`src/rtl/div_pkg.sv`:
```
// Shared types and helpers for the iterative divider.
// Optional divide-by-zero early-out lives in div_iter under DIV_DBZ_EN.
package div_pkg;

    localparam int unsigned DIV_WIDTH = 32;
    localparam int unsigned DIV_CNT_W = $clog2(DIV_WIDTH);
    // Widest operand the packing helper supports.
    localparam int unsigned DIV_MAX_W = 64;

    typedef logic [1:0] div_state_t;
    localparam div_state_t ST_IDLE = 2'd0;
    localparam div_state_t ST_CALC = 2'd1;
    localparam div_state_t ST_FIX  = 2'd2;

    // HI = remainder, LO = quotient; w is the real operand width.
    function automatic logic [2*DIV_MAX_W-1:0] div_pack_hilo(
        input logic [DIV_MAX_W-1:0] rem,
        input logic [DIV_MAX_W-1:0] quo,
        input int unsigned          w
    );
        return ({{DIV_MAX_W{1'b0}}, rem} << w) | {{DIV_MAX_W{1'b0}}, quo};
    endfunction

endpackage

```
`src/rtl/div_step.sv`:
```
// One combinational restoring-division step: shift in a dividend bit,
// subtract the divisor if it fits, emit the quotient bit.
module div_step
    import div_pkg::*;
#(
    parameter int unsigned WIDTH = DIV_WIDTH
) (
    input  logic [WIDTH-1:0] rem_i,
    input  logic             bit_i,
    input  logic [WIDTH-1:0] divisor_i,
    output logic [WIDTH-1:0] rem_o,
    output logic             quo_bit_o
);

    logic [WIDTH:0]   shifted;
    logic [WIDTH-1:0] diff;

    always_comb begin
        shifted   = {rem_i, bit_i};
        // When the divisor fits, the true difference is below the divisor,
        // so the low WIDTH bits of the subtraction are exact.
        diff      = shifted[WIDTH-1:0] - divisor_i;
        quo_bit_o = (shifted >= {1'b0, divisor_i});
        rem_o     = quo_bit_o ? diff : shifted[WIDTH-1:0];
    end

endmodule

```
`src/rtl/div_iter.sv`:
```
// Iterative restoring DIV/DIVU unit, one quotient bit per cycle, HI/LO output.
// Define DIV_DBZ_EN for the zero-divisor early-out and the dbz flag.
module div_iter
    import div_pkg::*;
#(
    parameter int unsigned WIDTH = DIV_WIDTH
) (
    input  logic                 clk,
    input  logic                 rst_n,
    input  logic                 start,
    input  logic                 signed_op,
    input  logic [WIDTH-1:0]     dividend,
    input  logic [WIDTH-1:0]     divisor,
    input  logic                 flush,
    output logic                 busy,
    output logic                 stallreq,
    output logic                 done,
    output logic [WIDTH-1:0]     quotient,
    output logic [WIDTH-1:0]     remainder,
    output logic [2*WIDTH-1:0]   hilo
`ifdef DIV_DBZ_EN
    ,
    output logic                 dbz
`endif
);

    localparam int unsigned CntW = $clog2(WIDTH);

    div_state_t       state_q, state_d;
    logic [CntW-1:0]  cnt_q, cnt_d;
    logic [WIDTH-1:0] rem_q, rem_d;
    logic [WIDTH-1:0] dvd_q, dvd_d;       // dividend shifts out, quotient shifts in
    logic [WIDTH-1:0] dvs_q, dvs_d;
    logic [WIDTH-1:0] quo_q, quo_d;
    logic [WIDTH-1:0] res_rem_q, res_rem_d;
    logic             neg_quo_q, neg_quo_d;
    logic             neg_rem_q, neg_rem_d;
    logic             done_q, done_d;
`ifdef DIV_DBZ_EN
    logic             zdiv_q, zdiv_d;
    logic             dbz_q, dbz_d;
`endif

    logic             a_neg, b_neg;
    logic [WIDTH-1:0] a_abs, b_abs;
    logic [WIDTH-1:0] step_rem;
    logic             step_bit;

    assign a_neg = signed_op & dividend[WIDTH-1];
    assign b_neg = signed_op & divisor[WIDTH-1];
    assign a_abs = a_neg ? (~dividend + 1'b1) : dividend;
    assign b_abs = b_neg ? (~divisor + 1'b1) : divisor;

    div_step #(
        .WIDTH(WIDTH)
    ) u_step (
        .rem_i    (rem_q),
        .bit_i    (dvd_q[WIDTH-1]),
        .divisor_i(dvs_q),
        .rem_o    (step_rem),
        .quo_bit_o(step_bit)
    );

    always_comb begin
        state_d   = state_q;
        cnt_d     = cnt_q;
        rem_d     = rem_q;
        dvd_d     = dvd_q;
        dvs_d     = dvs_q;
        quo_d     = quo_q;
        res_rem_d = res_rem_q;
        neg_quo_d = neg_quo_q;
        neg_rem_d = neg_rem_q;
        done_d    = 1'b0;
`ifdef DIV_DBZ_EN
        zdiv_d    = zdiv_q;
        dbz_d     = dbz_q;
`endif
        case (state_q)
            ST_IDLE: begin
                if (start && !flush) begin
                    dvs_d     = b_abs;
                    dvd_d     = a_abs;
                    rem_d     = '0;
                    neg_quo_d = a_neg ^ b_neg;
                    neg_rem_d = a_neg;
                    cnt_d     = '0;
                    state_d   = ST_CALC;
`ifdef DIV_DBZ_EN
                    zdiv_d    = (divisor == '0);
                    if (divisor == '0) begin
                        dvd_d   = dividend;
                        state_d = ST_FIX;
                    end
`endif
                end
            end
            ST_CALC: begin
                if (flush) begin
                    state_d = ST_IDLE;
                end else begin
                    rem_d = step_rem;
                    dvd_d = {dvd_q[WIDTH-2:0], step_bit};
                    cnt_d = cnt_q + 1'b1;
                    if (cnt_q == CntW'(WIDTH - 1)) begin
                        state_d = ST_FIX;
                    end
                end
            end
            ST_FIX: begin
                state_d = ST_IDLE;
                if (!flush) begin
                    quo_d     = neg_quo_q ? (~dvd_q + 1'b1) : dvd_q;
                    res_rem_d = neg_rem_q ? (~rem_q + 1'b1) : rem_q;
                    done_d    = 1'b1;
`ifdef DIV_DBZ_EN
                    dbz_d     = zdiv_q;
                    if (zdiv_q) begin
                        quo_d     = '1;
                        res_rem_d = dvd_q;
                    end
`endif
                end
            end
            default: state_d = ST_IDLE;
        endcase
    end

    always_ff @(posedge clk or negedge rst_n) begin
        if (!rst_n) begin
            state_q   <= ST_IDLE;
            cnt_q     <= '0;
            rem_q     <= '0;
            dvd_q     <= '0;
            dvs_q     <= '0;
            quo_q     <= '0;
            res_rem_q <= '0;
            neg_quo_q <= 1'b0;
            neg_rem_q <= 1'b0;
            done_q    <= 1'b0;
`ifdef DIV_DBZ_EN
            zdiv_q    <= 1'b0;
            dbz_q     <= 1'b0;
`endif
        end else begin
            state_q   <= state_d;
            cnt_q     <= cnt_d;
            rem_q     <= rem_d;
            dvd_q     <= dvd_d;
            dvs_q     <= dvs_d;
            quo_q     <= quo_d;
            res_rem_q <= res_rem_d;
            neg_quo_q <= neg_quo_d;
            neg_rem_q <= neg_rem_d;
            done_q    <= done_d;
`ifdef DIV_DBZ_EN
            zdiv_q    <= zdiv_d;
            dbz_q     <= dbz_d;
`endif
        end
    end

    assign busy      = (state_q == ST_CALC) || (state_q == ST_FIX);
    assign stallreq  = ((state_q == ST_IDLE) && start && !flush) || busy;
    assign done      = done_q;
    assign quotient  = quo_q;
    assign remainder = res_rem_q;
    assign hilo      = (2*WIDTH)'(div_pack_hilo(DIV_MAX_W'(res_rem_q), DIV_MAX_W'(quo_q), WIDTH));
`ifdef DIV_DBZ_EN
    assign dbz       = dbz_q;
`endif

endmodule

```
`config.mk`:
```
export PLATFORM = sky130hd
export DESIGN_NAME = div_iter
export DESIGN_NICKNAME = d
export VERILOG_FILES = /design/src/rtl/div_pkg.sv /design/src/rtl/div_step.sv /design/src/rtl/div_iter.sv
export SDC_FILE = /design/constraint.sdc
export NUM_CORES = 1
export LEC_CHECK = 0
export ABC_AREA = 1
export BUFFER_PORTS_ARGS = -buffer_cell sky130_fd_sc_hd__clkbuf_2
export CAP_MARGIN = 20
export CORE_UTILIZATION = 35
export DETAILED_ROUTE_END_ITERATION = 7
export GPL_TIMING_DRIVEN = 0
export PLACE_DENSITY = 0.64
export REMOVE_ABC_BUFFERS = 1
export SLEW_MARGIN = 25
export SYNTH_ARGS = -nofsm -noshare
export SYNTH_HDL_FRONTEND = slang
export SYNTH_SLANG_ARGS = --single-unit
```
`constraint.sdc`:
```
create_clock -name clk -period 2.44 [get_ports clk]
set_clock_uncertainty 0.1 [all_clocks]
set_input_delay 0.244 -clock clk [delete_from_list [all_inputs] [get_ports clk]]
set_output_delay 0.244 -clock clk [all_outputs]
set_load 0.03 [all_outputs]
```
[Word-level counts from Yosys, hierarchy flattened]
Cells that the tools add are included.
Operators by class
  reduce and logical (&&, ||, !) cells: 12
  $add $sub $neg: 6
  $lt $le $gt $ge: 1
  muxes and demuxes: 20
  equal/unequal tests: 6
  bitwise operators: 9
Operators with widths (count)
  32-bit two-way mux: 9
  32-bit by 1-bit adder with 32-bit output, second input constant: 4
  32-bit NOT: 4
  32-bit one-hot mux with 2 select lines: 2
  64-bit by 32-bit OR with 64-bit output: 1
  33-bit by 32-bit greater-or-equal comparator with 1-bit output: 1
  32-bit subtractor: 1
  5-bit two-way mux: 2
  5-bit one-hot mux with 2 select lines: 1
  2-bit two-way mux: 3
  2-bit AND reduction: 3
  5-bit by 1-bit adder with 5-bit output, second input constant: 1
  5-bit == test, second input constant: 1
  2-bit != test, second input constant: 2
  2-bit one-hot mux with 2 select lines: 1
  1-bit logical AND: 3
  3-bit != test, second input constant: 1
  3-bit AND reduction: 1
  1-bit AND: 2
  2-bit by 1-bit == test with 1-bit output, second input constant: 1
  2-bit == test, second input constant: 1
  2-bit zero test: 1
  1-bit logical OR: 2
  1-bit two-way mux: 2
  4 further kinds: 4
Word-level totals
  input port bits: 69
  register bits after elaboration: 170
  word-level logic and storage cells: 64
  output and inout port bits: 131

[Logic depth before layout (Yosys ltp)]
Gate-level depths: netlist (run 1).
  word-level depth: 5
  mapped depth: 17
  gate-level depth less buffers: 16

[Cells and area by module]
Synthesis (run 1) repeated with hierarchy kept, for this count alone.
Unflattened totals
  cells, all modules: 2165
  area total of the unflattened synthesis: 13927.1 um^2
By module, submodules not included
  div_iter: instances 1, cells each 1518, seq. area each 4254.1 um^2, area an instance 10766.6 um^2
  div_step: instances 1, cells each 647, seq. area each 0.0 um^2, area an instance 3160.5 um^2

[Least setup slack after synthesis (run 1)]
OpenSTA, ideal clock, no wires.
  path type: reg2reg
  start point: reg dvd_q[31]
  end point: reg rem_q[16]
  setup slack: 0.401 ns
  stages on the path, launching flop included: 15
  buffers on the path: 0
  required time: 2.223 ns
  period minus slack after synthesis: 2.039 ns
  arrival: 1.822 ns
  setup time: 0.117 ns
  path through: dfrtp_1 -> inv_1 -> ha_1 -> inv_1 -> fa_1 -> nand3_1 -> nand3_1 -> nand2_1 -> nand3_1 -> nand3_1 -> nand3b_1 -> nand2_1 -> nand2_2 -> nand3_1 -> nand2_1
Between the ends
  longest elaborated chain between the ends: 4
  elaborated cells on any way between the ends: 5
  classes of those cells: add/sub: 1; order compare: 1; mux: 3
RTL lines
  start, declared: line div_iter.sv:32  | logic [WIDTH-1:0] dvd_q, dvd_d;
  start signal, assigned: line div_iter.sv:149  | dvd_q <= dvd_d;
  32-bit subtractor or 33-bit by 32-bit greater-or-equal comparator with 1-bit output (tied branches): line div_step.sv:22, div_step.sv:23
  32-bit two-way mux *: line div_step.sv:24  | rem_o = quo_bit_o ? diff : shifted[WIDTH-1:0];
  32-bit two-way mux *: line div_iter.sv:99  | if (flush) begin
  32-bit one-hot mux with 2 select lines *: line div_iter.sv:79  | case (state_q)
  end signal, assigned: line div_iter.sv:148  | rem_q <= rem_d;
  end, declared: line div_iter.sv:31  | logic [WIDTH-1:0] rem_q, rem_d;
Mark *: on every way between the ends. The rest lies on a longest branch, timed or not. The select of a mux whose other input is x is not followed.
A chain may end at the register's enable or synchronous reset.

[Final worst setup path (run 1)]
  start point: reg rem_q[18]
  end point: reg rem_q[24]
Between the ends
  longest elaborated chain between the ends: 4
  elaborated cells on any way between the ends: 5
  classes of those cells: add/sub: 1; order compare: 1; mux: 3
RTL lines (line)
  32-bit subtractor or 33-bit by 32-bit greater-or-equal comparator with 1-bit output (tied branches): div_step.sv:22, div_step.sv:23
  32-bit two-way mux *: div_step.sv:24
  32-bit two-way mux *: div_iter.sv:99
  32-bit one-hot mux with 2 select lines *: div_iter.sv:79
Marks and branches as above.

==> results of run 1 <==
-- routing by layer --
metal  track usage  up-vias  part of all wire
li1              -     6882                 -
met1         0.299     6308              0.48
met2         0.352      417              0.46
met3        0.0241       59             0.046
met4        0.0712        0             0.021
met5             0        -                 0
-- per-stage QoR --
step	cell area, um^2	worst slack (ps)
2_1_floorplan	12900	-1720
3_3_place_gp	14500	-4020
3_5_place_dp	14700	-985
4_1_cts	15800	-22.6
5_1_grt	16300	-44.3
6_report	16300	16.1
-- placed cells by master (no fill, tap or decap), types with 5 or more instances in the layout --
master and n:
sky130_fd_sc_hd__o21ai_1 9, sky130_fd_sc_hd__dfrtp_2 17, sky130_fd_sc_hd__nand3_1 178, sky130_fd_sc_hd__a21oi_1 76, sky130_fd_sc_hd__nor3_1 22, sky130_fd_sc_hd__or2_2 10
sky130_fd_sc_hd__ha_1 12, sky130_fd_sc_hd__a31oi_1 13, sky130_fd_sc_hd__nand3_2 7, sky130_fd_sc_hd__nor2_4 11, sky130_fd_sc_hd__nand2_1 626, sky130_fd_sc_hd__o211ai_1 10
sky130_fd_sc_hd__nor2_1 161, sky130_fd_sc_hd__ha_4 26, sky130_fd_sc_hd__clkbuf_2 198, sky130_fd_sc_hd__buf_4 21, sky130_fd_sc_hd__o21ai_0 132, sky130_fd_sc_hd__xnor2_1 20
sky130_fd_sc_hd__o31ai_1 5, sky130_fd_sc_hd__inv_2 7, sky130_fd_sc_hd__nor2_2 14, sky130_fd_sc_hd__nand3b_1 18, sky130_fd_sc_hd__buf_12 8, sky130_fd_sc_hd__and2_1 7
sky130_fd_sc_hd__xor2_1 58, sky130_fd_sc_hd__nand4_1 27, sky130_fd_sc_hd__o22ai_1 6, sky130_fd_sc_hd__dlygate4sd3_1 5, sky130_fd_sc_hd__dfrtp_1 153, sky130_fd_sc_hd__clkbuf_16 18
sky130_fd_sc_hd__nand2_2 38, sky130_fd_sc_hd__inv_1 270
-- registers in the layout (all words and copies together) (netlist names) --
name / cells
rem_q: 32
dvd_q: 32
done: 1
neg_quo_q: 1
neg_rem_q: 1
state_q: 2
dvs_q: 32
remainder: 32
cnt_q: 5
quotient: 32
-- worst max-delay path: cells and delay by family (launching register included) --
| family | cells | cell delay [ps] |
|---|---|---|
| adder cells (fa/ha/maj) | 1 | 340 |
| flip-flops | 1 | 490 |
| AND/OR/NAND/NOR | 11 | 1370 |
-- final timing paths --
check,startpoint,endpoint,slack [ps],cells past startpoint
setup / recovery,rem_q[18],rem_q[24],20,12
hold / removal,divisor[19],dvs_q[19],20,3
setup reg to reg,rem_q[18],rem_q[24],20,12
hold reg to reg,dvs_q[18],dvs_q[18],380,2
max in group asynchronous,rst_n,neg_quo_q,1030,4
min in group asynchronous,rst_n,remainder[21],180,2
-- cells by family after synthesis --
group           Yosys count
buf+inv                 411
flops                   170
fa+ha+maj                42
xor+xnor                 78
compound gates          263
simple gates           1132
-- area by class of cell --
type                       count  area [um^2]
fill                        4099        22300
inverter                     284         1110
clock buffer                  18          439
timing repair inverter         1         5.00
multi-input combinational   1520         8090
antenna                        1         2.50
sequential                   170         4280
tap                          518          648
clock inverter                14          185
timing repair buffer         239         1520
-- where the power goes --
group          internal (mW)  total (mW)  switching (mW)
clock                   1.66        2.97            1.31
sequential              3.95        5.06            1.11
combinational           4.33        13.2            8.87
-- repair_timing --
action / CTS / global route
endpoints found under the hold margin: 46 / 0
buffers inserted: 11 / 17
gates resized for setup: 45 / 61
gates cloned: 6 / 1
pin swaps: 6 / 10
hold buffers: 5 / 0
endpoints found under the setup margin: 74 / 70
==> impl_results.md, run 1 <==
* Final Hold Vio Count at 0
* Non-filler instance count after layout at 2765
* Pwr Density at 1300 nW/um^2
* Critical-path cell list: ha_4 -> nand2_1 -> nor2_2 -> nand2_1 -> nor2_2 -> nand3_2 -> nand3_4 -> nor2_8 -> nand2_8 -> nand2_1 -> nand3_1 -> nand2_1
* Dominant cell type by area after synthesis: sky130_fd_sc_hd__dfrtp_1
* Routability congestion estimate from global placement at 0.938
* Post-CTS clock slew at the launch and capture registers of the worst setup and hold paths at 70 ps
* Finished Core Util at 0.422
* Number of I/O pins at 200
* Vertical extent of the die at 200 um
* H-tree levels at 4
* Antenna violations before repair at 1
* DIE AREA at 39900 um^2
* Worst skew pair latency at 460 ps
* DR vias at 13666
* Fmax achieved at 0.413 GHz
* Largest net degree at the start of global routing at 72
* Classification of the worst-slack hold path: input port to flip-flop
* Total standard cell area after synthesis at 13700 um^2
* Routed WL per cell at 15.5 um
* Adder-cell share of the synthesized area at 0.0390
* Clock tree root buffer cell: sky130_fd_sc_hd__clkbuf_16
* Cell total after placement at 2692
* Number of distinct standard cells referenced by the synthesized netlist at 48
* P&R area growth vs syn at 19.0%
* CP most frequent cell: sky130_fd_sc_hd__nand2_1
* Die extent in x at 200 um
* Starting DRC count in detailed routing at 990
* Share of post-route cells with drive strength above 1 at 0.191
* Global route overflow at 0
* Unrepaired setup endpoints after global routing: yes
* Post-synthesis simple-gate area fraction at 0.360
* Area fraction in compound gates after synthesis at 0.103
* Number of violations of the max-capacitance limit at 0
* Yosys warns at 0
* Static leakage at 8.52 nW
* Final worst path period share at 0.993
* DRC violation count after routing at 0
* Buffers added on ports at 199
* Total iterations of the first detailed-routing run at 8
* Aggregate global-route resource usage at 0.217
* Slew Viols, Final at 0
* Max-slew headroom at the worst pin at 0.345
* Synthesized-area fraction occupied by xor and xnor cells at 0.0499
* Number of global-route vias before repair at 12729
* Final min period at 2420 ps
* Final worst hold slack at 20.4 ps
* Synth area leaders: sky130_fd_sc_hd__dfrtp_1 31%, sky130_fd_sc_hd__nand2_1 17%, sky130_fd_sc_hd__inv_1 7.5%
* Kind of end point of the critical path: flip-flop
* Worst EP required at 2680 ps
* Max stage delay cell, worst path: sky130_fd_sc_hd__dfrtp_2
* Wire length of the first global-routing pass at 67300 um
* Number of vias per cell at 4.94
* Share of cell area taken by muxes after synthesis at 0
* Top-area cell type share of the netlist area at 0.311
* Number of nets in the layout at 2344
* Cell types with the highest counts after synthesis: 637 x sky130_fd_sc_hd__nand2_1, 274 x sky130_fd_sc_hd__inv_1, 183 x sky130_fd_sc_hd__nand3_1
* Slew of the pin with the lowest slew margin at 982 ps
* Number of clock sinks at 170
* Synth async-reset ratio at 1.00
* Cell with the most instances after synthesis: sky130_fd_sc_hd__nand2_1
* Worst supply voltage drop on vdd at 0.618 mV
* Total routed wirelength at 43000 um
* Post-Synthesis Cells at 2096
* Slowest stage delay, CP at 490 ps
* Buffer depth of the longest clock path at 2
* Estimated wirelength of the detail-placed design at 31600 um
* Num CTS Buffers at 17
* CTS tree: done
* #FFs+latches synth at 170
* Antenna viol nets, final at 0
* Largest family of logic cells by synthesized area: simple AND/OR/NAND/NOR gates
* Total power after layout at 21.2 mW
* Area of the core at 38600 um^2
* Dominant register cell in the synthesized netlist: sky130_fd_sc_hd__dfrtp_1
* Arrival time at the worst endpoint at 2660 ps
* Outcome: finished, final reports clean
* Kind of launch point of the worst setup path: flip-flop
* Share of the yosys chip area belonging to registers at 0.311
* Number of flops mapped to enable cells by yosys at 0
* Average footprint of a synthesized cell at 6.53 um^2
* Starting Density at 0.355
* # setup viols final at 0
* Largest fanout of any net on the critical path at 17
* Placement row count at 72
* CP Class: flip-flop to flip-flop
* Summed negative setup slack over all endpoints at 0 ps
Power figures use the tool's default switching activity.
==> inputs of run 2 (changes only) <==
--- a/config.mk
+++ b/config.mk
@@ -8,6 +8,7 @@
 export ABC_AREA = 1
 export BUFFER_PORTS_ARGS = -buffer_cell sky130_fd_sc_hd__clkbuf_2
 export CAP_MARGIN = 20
+export CORE_ASPECT_RATIO = 0.5
 export CORE_UTILIZATION = 35
 export DETAILED_ROUTE_END_ITERATION = 7
 export GPL_TIMING_DRIVEN = 0
==> run 2 against run 1 <==
Critical path type unchanged. Maximum frequency rose by 4.2%. Sequential power is essentially flat. Highest routed layer unchanged. Sequential share of layout area fell by 0.26 points. Combinational power barely moved.
==> impl_results.md, run 2 (synthesis results as in run 1) <==
* Origin of the worst min-delay path: divisor[19]
* Setup slack of the critical path after layout at 113 ps (+96.9 ps)
* Final min period at 2330 ps (-96.9 ps)
* Placement row count at 50 (-31%)
* Finished layout cell area at 16500 um^2 (+1.3%)
* Number of violations of the max-capacitance limit at 0 (unchanged)
* Clock tree root buffer cell: sky130_fd_sc_hd__clkbuf_16
* Kind of end point of the critical path: flip-flop
* Classification of the worst-slack hold path: input port to flip-flop
* Kind of launch point of the worst setup path: flip-flop
* Reg2Reg Depth at 14 (+2)
* Global route overflow at 0 (unchanged)
* Die extent in x at 282 um (+41%)
* Starting Density at 0.361 (+0.00604)
* Share of post-route cells with drive strength above 1 at 0.204 (+0.0133)
* Num CTS Buffers at 17 (unchanged)
* Slew of the pin with the lowest slew margin at 628 ps (-354 ps)
* Number of I/O pins at 200 (unchanged)
* # setup viols final at 0 (unchanged)
* Starting DRC count in detailed routing at 954 (-3.6%)
* Number of nets in the layout at 2364 (+0.85%)
* Most used cells in the layout excluding fill and tap cells: 626 x sky130_fd_sc_hd__nand2_1, 266 x sky130_fd_sc_hd__inv_1, 198 x sky130_fd_sc_hd__clkbuf_2, 180 x sky130_fd_sc_hd__nand3_1, 161 x sky130_fd_sc_hd__nor2_1
* CP Class: flip-flop to flip-flop
* Total power after layout at 21.2 mW (-0.30%)
* Final Hold Vio Count at 0 (unchanged)
* Largest fanout of any net on the critical path at 4 (-13)
* Static leakage at 8.57 nW (+0.62%)
* Worst R2R Start: dvd_q[31]
* Total iterations of the first detailed-routing run at 8 (unchanged)
* Arrival time at the worst endpoint at 2560 ps (-100 ps)
* Largest net degree at the start of global routing at 78 (+8.3%)
* Finished Core Util at 0.435 (+0.0127)
* Final worst hold slack at 13.1 ps (-7.25 ps)
* Vertical extent of the die at 142 um (-29%)
* Slew Viols, Final at 0 (unchanged)
* Hold Crit Depth at 3 (unchanged)
* Estimated wirelength of the detail-placed design at 31500 um (-0.47%)
* Placed instance area at 14700 um^2 (+0.15%)
* DRC violation count after routing at 0 (unchanged)
* Worst supply voltage drop on vdd at 0.728 mV (+18%)
* Outcome: finished, final reports clean
* DR vias at 13621 (-0.33%)
* FF-to-FF setup slack at 110 ps (+100 ps)
* Worst EP required at 2670 ps (about the same)
* Endpoint of the worst hold-timing path: dvs_q[19]
* Wire length of the first global-routing pass at 67900 um (+0.77%)
* Most common cell after layout, fill and taps aside: sky130_fd_sc_hd__nand2_1
* Routed WL per cell at 15.4 um (-0.88%)
* Number of clock sinks at 170 (unchanged)
* Total routed wirelength at 42900 um (-0.13%)
* Buffer depth of the longest clock path at 2 (unchanged)
* Routability congestion estimate from global placement at 0.909 (-3.1%)
* Capture point of the worst reg-to-reg path: rem_q[24]
* DIE AREA at 39900 um^2 (+0.12%)
* Area of the core at 37900 um^2 (-1.7%)
* Unrepaired setup endpoints after global routing: yes
* Antenna viol nets, final at 0 (unchanged)
* Number of vias per cell at 4.89 (-1.1%)
* Final worst path period share at 0.954 (-0.0397)
* Antenna violations before repair at 0 (-1)
* Post-CTS clock slew at the launch and capture registers of the worst setup and hold paths at 80 ps (about the same)
* H-tree levels at 4 (unchanged)
* Worst skew pair latency at 450 ps (about the same)
* Post-placement setup slack at -1440 ps (-451 ps)
* Max-slew headroom at the worst pin at 0.579 (+0.234)
* Inserted Diodes at 0 (-1)
* Pwr Density at 1280 nW/um^2 (-1.6%)
* Aggregate global-route resource usage at 0.216 (-0.00110)
* CTS tree: done
* P&R area growth vs syn at 20.5%
* Number of global-route vias before repair at 12787 (+0.46%)
* Fmax achieved at 0.430 GHz (+4.2%)
* Buffers added on ports at 199 (unchanged)
==> run 2: worst max-delay path, stage by stage, from the launching register on <==
cell and delay, ps:
sky130_fd_sc_hd__dfrtp_1 410, sky130_fd_sc_hd__inv_4 120, sky130_fd_sc_hd__ha_1 170, sky130_fd_sc_hd__inv_2 60, sky130_fd_sc_hd__fa_2 390, sky130_fd_sc_hd__nand3_1 100
sky130_fd_sc_hd__nand3_2 110, sky130_fd_sc_hd__nand2_1 100, sky130_fd_sc_hd__nand3_2 120, sky130_fd_sc_hd__nand2_2 90, sky130_fd_sc_hd__nand4_1 140, sky130_fd_sc_hd__nand2_2 120
sky130_fd_sc_hd__nand2_1 50, sky130_fd_sc_hd__nand3_1 70, sky130_fd_sc_hd__nand2_1 60
==> run 2: what timing repair did <==
action / in CTS / in global routing
resized for setup: 70 / 59
endpoints found under the setup margin: 80 / 75
setup buffers: 27 / 20
hold buffers: 4 / 0
endpoints found under the hold margin: 96 / 0
cloned: 8 / 0
pin swaps: 9 / 12
==> run 2: routing by layer <==
metal | vias up | wire length, um | GRT usage | part of all wire
li1 | 6922 | - | - | -
met1 | 6299 | 18800 | 0.275 | 0.44
met2 | 333 | 20700 | 0.372 | 0.48
met3 | 67 | 2150 | 0.0310 | 0.050
met4 | 0 | 1300 | 0.0781 | 0.030
met5 | - | 0 | 0 | 0
==> run 2: cell type report <==
type | instances | area (um^2)
clock inverters | 14 | 144
repair buffers | 258 | 1650
multi-input cells | 1521 | 8180
inverters | 284 | 1130
fillers | 3953 | 21400
clock buffers | 18 | 439
repair inverters | 1 | 5.00
flip-flops and latches | 170 | 4290
well taps | 520 | 651
==> run 2: worst max path at each step <==
stage	start	to	slack (ps)
after floorplan	state_q[1]	dvd_q[13]	-1720
after global placement	state_q[1]	dvd_q[3]	-4080
after detailed placement	state_q[1]	dvd_q[1]	-1440
after CTS	rem_q[26]	rem_q[1]	0.5
after global routing	dvd_q[31]	rem_q[24]	-30
final	dvd_q[31]	rem_q[24]	110
==> run 2: power breakdown <==
| part | switching [mW] | leakage, nW | internal, mW |
|---|---|---|---|
| clock | 1.37 | 0.286 | 1.40 |
| combinational | 8.84 | 6.15 | 4.46 |
| sequential | 1.13 | 2.14 | 3.96 |
==> run 2: per-stage QoR <==
stage               TNS, ps  std cells
finish                    0       2786
global route          -84.2       2786
CTS                       0       2766
detailed placement   -72680       2695
global placement    -740090       2688
floorplan           -121050       1969
==> inputs of run 3 (changes only) <==
--- a/config.mk
+++ b/config.mk
@@ -5,14 +5,13 @@
 export SDC_FILE = /design/constraint.sdc
 export NUM_CORES = 1
 export LEC_CHECK = 0
-export ABC_AREA = 1
 export BUFFER_PORTS_ARGS = -buffer_cell sky130_fd_sc_hd__clkbuf_2
 export CAP_MARGIN = 20
 export CORE_ASPECT_RATIO = 0.5
 export CORE_UTILIZATION = 35
 export DETAILED_ROUTE_END_ITERATION = 7
 export GPL_TIMING_DRIVEN = 0
-export PLACE_DENSITY = 0.64
+export PLACE_DENSITY = 0.65
 export REMOVE_ABC_BUFFERS = 1
 export SLEW_MARGIN = 25
 export SYNTH_ARGS = -nofsm -noshare
==> run 3 against run 2 <==
The run now ends with DRC, setup timing left. Via count is 20% lower. Register-to-register slack worse by 570 ps. Sequential share of layout area is 2.0 points higher. Critical path type unchanged. Critical endpoint is now rem_q[3]. Largest cell class unchanged. Largest power group unchanged.
==> impl_results.md, run 3 <==
* Num CTS Buffers at 17 (unchanged)
* Failing checks: DRC, setup timing
* Most common cell after layout, fill and taps aside: sky130_fd_sc_hd__clkbuf_2
* Share of post-route cells with drive strength above 1 at 0.307 (+0.103)
* Unrepaired setup endpoints after global routing: yes
* # setup viols final at 49 (+49)
* Largest net degree at the start of global routing at 81 (+3.8%)
* Buffer depth of the longest clock path at 2 (unchanged)
* Outcome: finished, violations left
* Antenna viol nets, final at 0 (unchanged)
* Vertical extent of the die at 131 um (-7.3%)
* H-tree levels at 4 (unchanged)
* Wire length of the first global-routing pass at 54800 um (-19%)
* Static leakage at 6.79 nW (-21%)
* Dominant register cell in the synthesized netlist: sky130_fd_sc_hd__dfrtp_1
* Yosys warns at 0 (unchanged)
* Cell total after placement at 1931 (-28%)
* Fmax achieved at 0.345 GHz (-20%)
* Pwr Density at 1260 nW/um^2 (-1.7%)
* Most used cells in the layout excluding fill and tap cells: 196 x sky130_fd_sc_hd__clkbuf_2, 192 x sky130_fd_sc_hd__nand2_1, 144 x sky130_fd_sc_hd__dfrtp_1, 143 x sky130_fd_sc_hd__o21ai_0, 94 x sky130_fd_sc_hd__xor2_1
* Routed WL per cell at 16.7 um (+8.1%)
* Top-area cell type share of the netlist area at 0.363 (+0.0516)
* Power share of the sequential group at 0.237 (-0.003)
* Final Hold Vio Count at 0 (unchanged)
* Non-filler instance count after layout at 2063 (-26%)
* Number of flops mapped to enable cells by yosys at 0 (unchanged)
* DRC violation count after routing at 5 (+5)
* Placement row count at 46 (-8.0%)
* Post-Synthesis Cells at 1432 (-32%)
* Synth async-reset ratio at 1.00 (unchanged)
* Number of clock sinks at 170 (unchanged)
* DR vias at 10893 (-20%)
* Final min period at 2900 ps (+570 ps)
* Finished Core Util at 0.473 (+0.0386)
* Number of nets in the layout at 1729 (-27%)
* Final worst path period share at 1.19 (+0.234)
* Slew of the pin with the lowest slew margin at 864 ps (+236 ps)
* Number of global-route vias before repair at 10386 (-19%)
* Share of total power in combinational logic at 0.621 (-0.008)
* CP Class: flip-flop to flip-flop
* Sw Ratio at 0.446 (-0.0900)
* Power dissipated by switching net loads at 8.62 mW (-24%)
* CTS tree: done
* Worst EP required at 2650 ps (-20 ps)
* #FFs+latches synth at 170 (unchanged)
* Number of vias per cell at 5.28 (+8.0%)
* P&R area growth vs syn at 30.5%
* Cell types with the highest counts after synthesis: 201 x sky130_fd_sc_hd__nand2_1, 198 x sky130_fd_sc_hd__o21ai_0, 170 x sky130_fd_sc_hd__dfrtp_1
* Largest fanout of any net on the critical path at 6 (+2)
* Routability congestion estimate from global placement at 0.866 (-4.7%)
* Share of the yosys chip area belonging to registers at 0.363 (+0.0516)
* Buffers added on ports at 199 (unchanged)
* Estimated wirelength of the detail-placed design at 22800 um (-27%)
* Setup slack of the critical path after layout at -457 ps (-570 ps)
* Arrival time at the worst endpoint at 3110 ps (+550 ps)
* Number of violations of the max-capacitance limit at 0 (unchanged)
* Area of the core at 32300 um^2 (-15%)
* Clock tree root buffer cell: sky130_fd_sc_hd__clkbuf_16
* Total power after layout at 19.3 mW (-8.7%)
* Aggregate global-route resource usage at 0.199 (-0.0166)
* DIE AREA at 34300 um^2 (-14%)
* Global route overflow at 0 (unchanged)
* Cell with the most instances after synthesis: sky130_fd_sc_hd__nand2_1
* Slew Viols, Final at 0 (unchanged)
* Worst skew pair latency at 440 ps (about the same)
* Final worst hold slack at 13.6 ps (+0.502 ps)
* Total standard cell area after synthesis at 11700 um^2 (-14%)
* Post-CTS clock slew at the launch and capture registers of the worst setup and hold paths at 70 ps (about the same)
* Starting Density at 0.363 (+0.00189)
* Total iterations of the first detailed-routing run at 7 (-1)
* Critical-path cell list: ha_4 -> nand3_4 -> or2_4 -> buf_4 -> nor3_1 -> nand4_1 -> o211a_1 -> o31ai_4 -> buf_6 -> buf_8 -> mux2i_2 -> o21ai_1
* Post-placement setup slack at -1200 ps (+239 ps)
* Die extent in x at 261 um (-7.3%)
* Slowest stage delay, CP at 440 ps (+30 ps)
* Synth area leaders: sky130_fd_sc_hd__dfrtp_1 36%, sky130_fd_sc_hd__o21ai_0 8.4%, sky130_fd_sc_hd__xor2_1 7.0%
* Max stage delay cell, worst path: sky130_fd_sc_hd__dfrtp_2
* Internal power at 10.7 mW (+9.0%)
* Total routed wirelength at 34400 um (-20%)
* Starting DRC count in detailed routing at 680 (-29%)
* Kind of launch point of the worst setup path: flip-flop
* Number of I/O pins at 200 (unchanged)
* Kind of end point of the critical path: flip-flop
* Dominant cell type by area after synthesis: sky130_fd_sc_hd__dfrtp_1
* Worst supply voltage drop on vdd at 0.552 mV (-24%)
* Number of distinct standard cells referenced by the synthesized netlist at 60 (+25%)
* Classification of the worst-slack hold path: input port to flip-flop
* Antenna violations before repair at 2 (+2)
* Average footprint of a synthesized cell at 8.19 um^2 (+26%)
* Clock group share of total power at 0.142 (+0.011)
* Max-slew headroom at the worst pin at 0.424 (-0.155)
[run 3: cell count changes in the layout (fill, tap and decap cells not counted), sizes merged, moves of 18 or more]
cell,previous run,this run
a21oi,78,96
buf,55,108
inv,288,59
mux2i,0,22
nand2,673,202
nand3,186,32
nor2,186,79
nor4,0,19
o21ai,145,202
o31ai,5,27
xnor2,20,52
xor2,58,94
[run 3: critical path: cells and delay by family (launching register included)]
kind                       cells  cell delay [ps]
AOI/OAI and AO/OA              3              370
adders and majority gates      1              300
buffers and inverters          3              470
DFF                            1              440
muxes                          1              240
and+or+nand+nor                4              810
[run 3: cells by family after synthesis]
logic type | synth area share
AO/OA/AOI/OAI | 0.209
XOR/XNOR | 0.109
adder cells (fa/ha/maj) | 0.0454
buffers and inverters | 0.0850
flip-flops | 0.363
multiplexers | 0.0197
AND/OR/NAND/NOR | 0.169
[run 3: timing repair]
item / CTS / global route
setup endpoints to repair: 106 / 65
resized for setup: 227 / 60
cloned: 4 / 1
buffers inserted: 73 / 23
pin swaps: 62 / 44
hold buffers: 2 / 0
hold endpoints to repair: 91 / 0
[run 3: layout make-up]
cell class                      instances  area (um^2)
Antenna cell                            2         5.00
Clock buffer                           20          457
Clock inverter                         10          120
Fill cell                            2999        17000
Inverter                               58          218
Multi-Input combinational cell       1063         7540
Sequential cell                       170         4290
Tap cell                              432          541
Timing Repair Buffer                  308         2150
[run 3: path summary, 6_finish.rpt]
| check | startpoint | endpoint | slack [ps] | cells past startpoint |
|---|---|---|---|---|
| worst max-delay path | rem_q[7] | rem_q[3] | -460 | 12 |
| worst min-delay path | divisor[29] | dvs_q[29] | 10 | 3 |
| worst max register to register | rem_q[7] | rem_q[3] | -460 | 12 |
| worst min register to register | dvs_q[31] | dvs_q[31] | 380 | 2 |
| max in group asynchronous | rst_n | rem_q[1] | 1050 | 4 |
| min in group asynchronous | rst_n | dvs_q[7] | 160 | 2 |
[run 3: power groups by stage]
stage	Combinational (mW)	Sequential [mW]	Clock, mW
finish	12.0	4.58	2.74
global route	13.0	4.71	2.92
CTS	10.9	4.54	2.78
detailed placement	7.80	4.53	0
global placement	7.58	4.51	0
floorplan	5.99	4.20	0
[run 3: through the flow]
step | setup TNS (ps) | cell area [um^2]
after CTS | -11660 | 14900
after global routing | -18370 | 15300
after global placement | -742620 | 12500
after detailed placement | -59440 | 12700
final | -13170 | 15300
after floorplan | -156310 | 11000
[run 3: per-layer routing]
metal | up-vias | global-route usage | wire, um
met3 | 48 | 0.0349 | 1590
met5 | - | 0 | 0
met4 | 0 | 0.0686 | 813
li1 | 5339 | - | -
met2 | 271 | 0.336 | 17400
met1 | 5235 | 0.255 | 14600
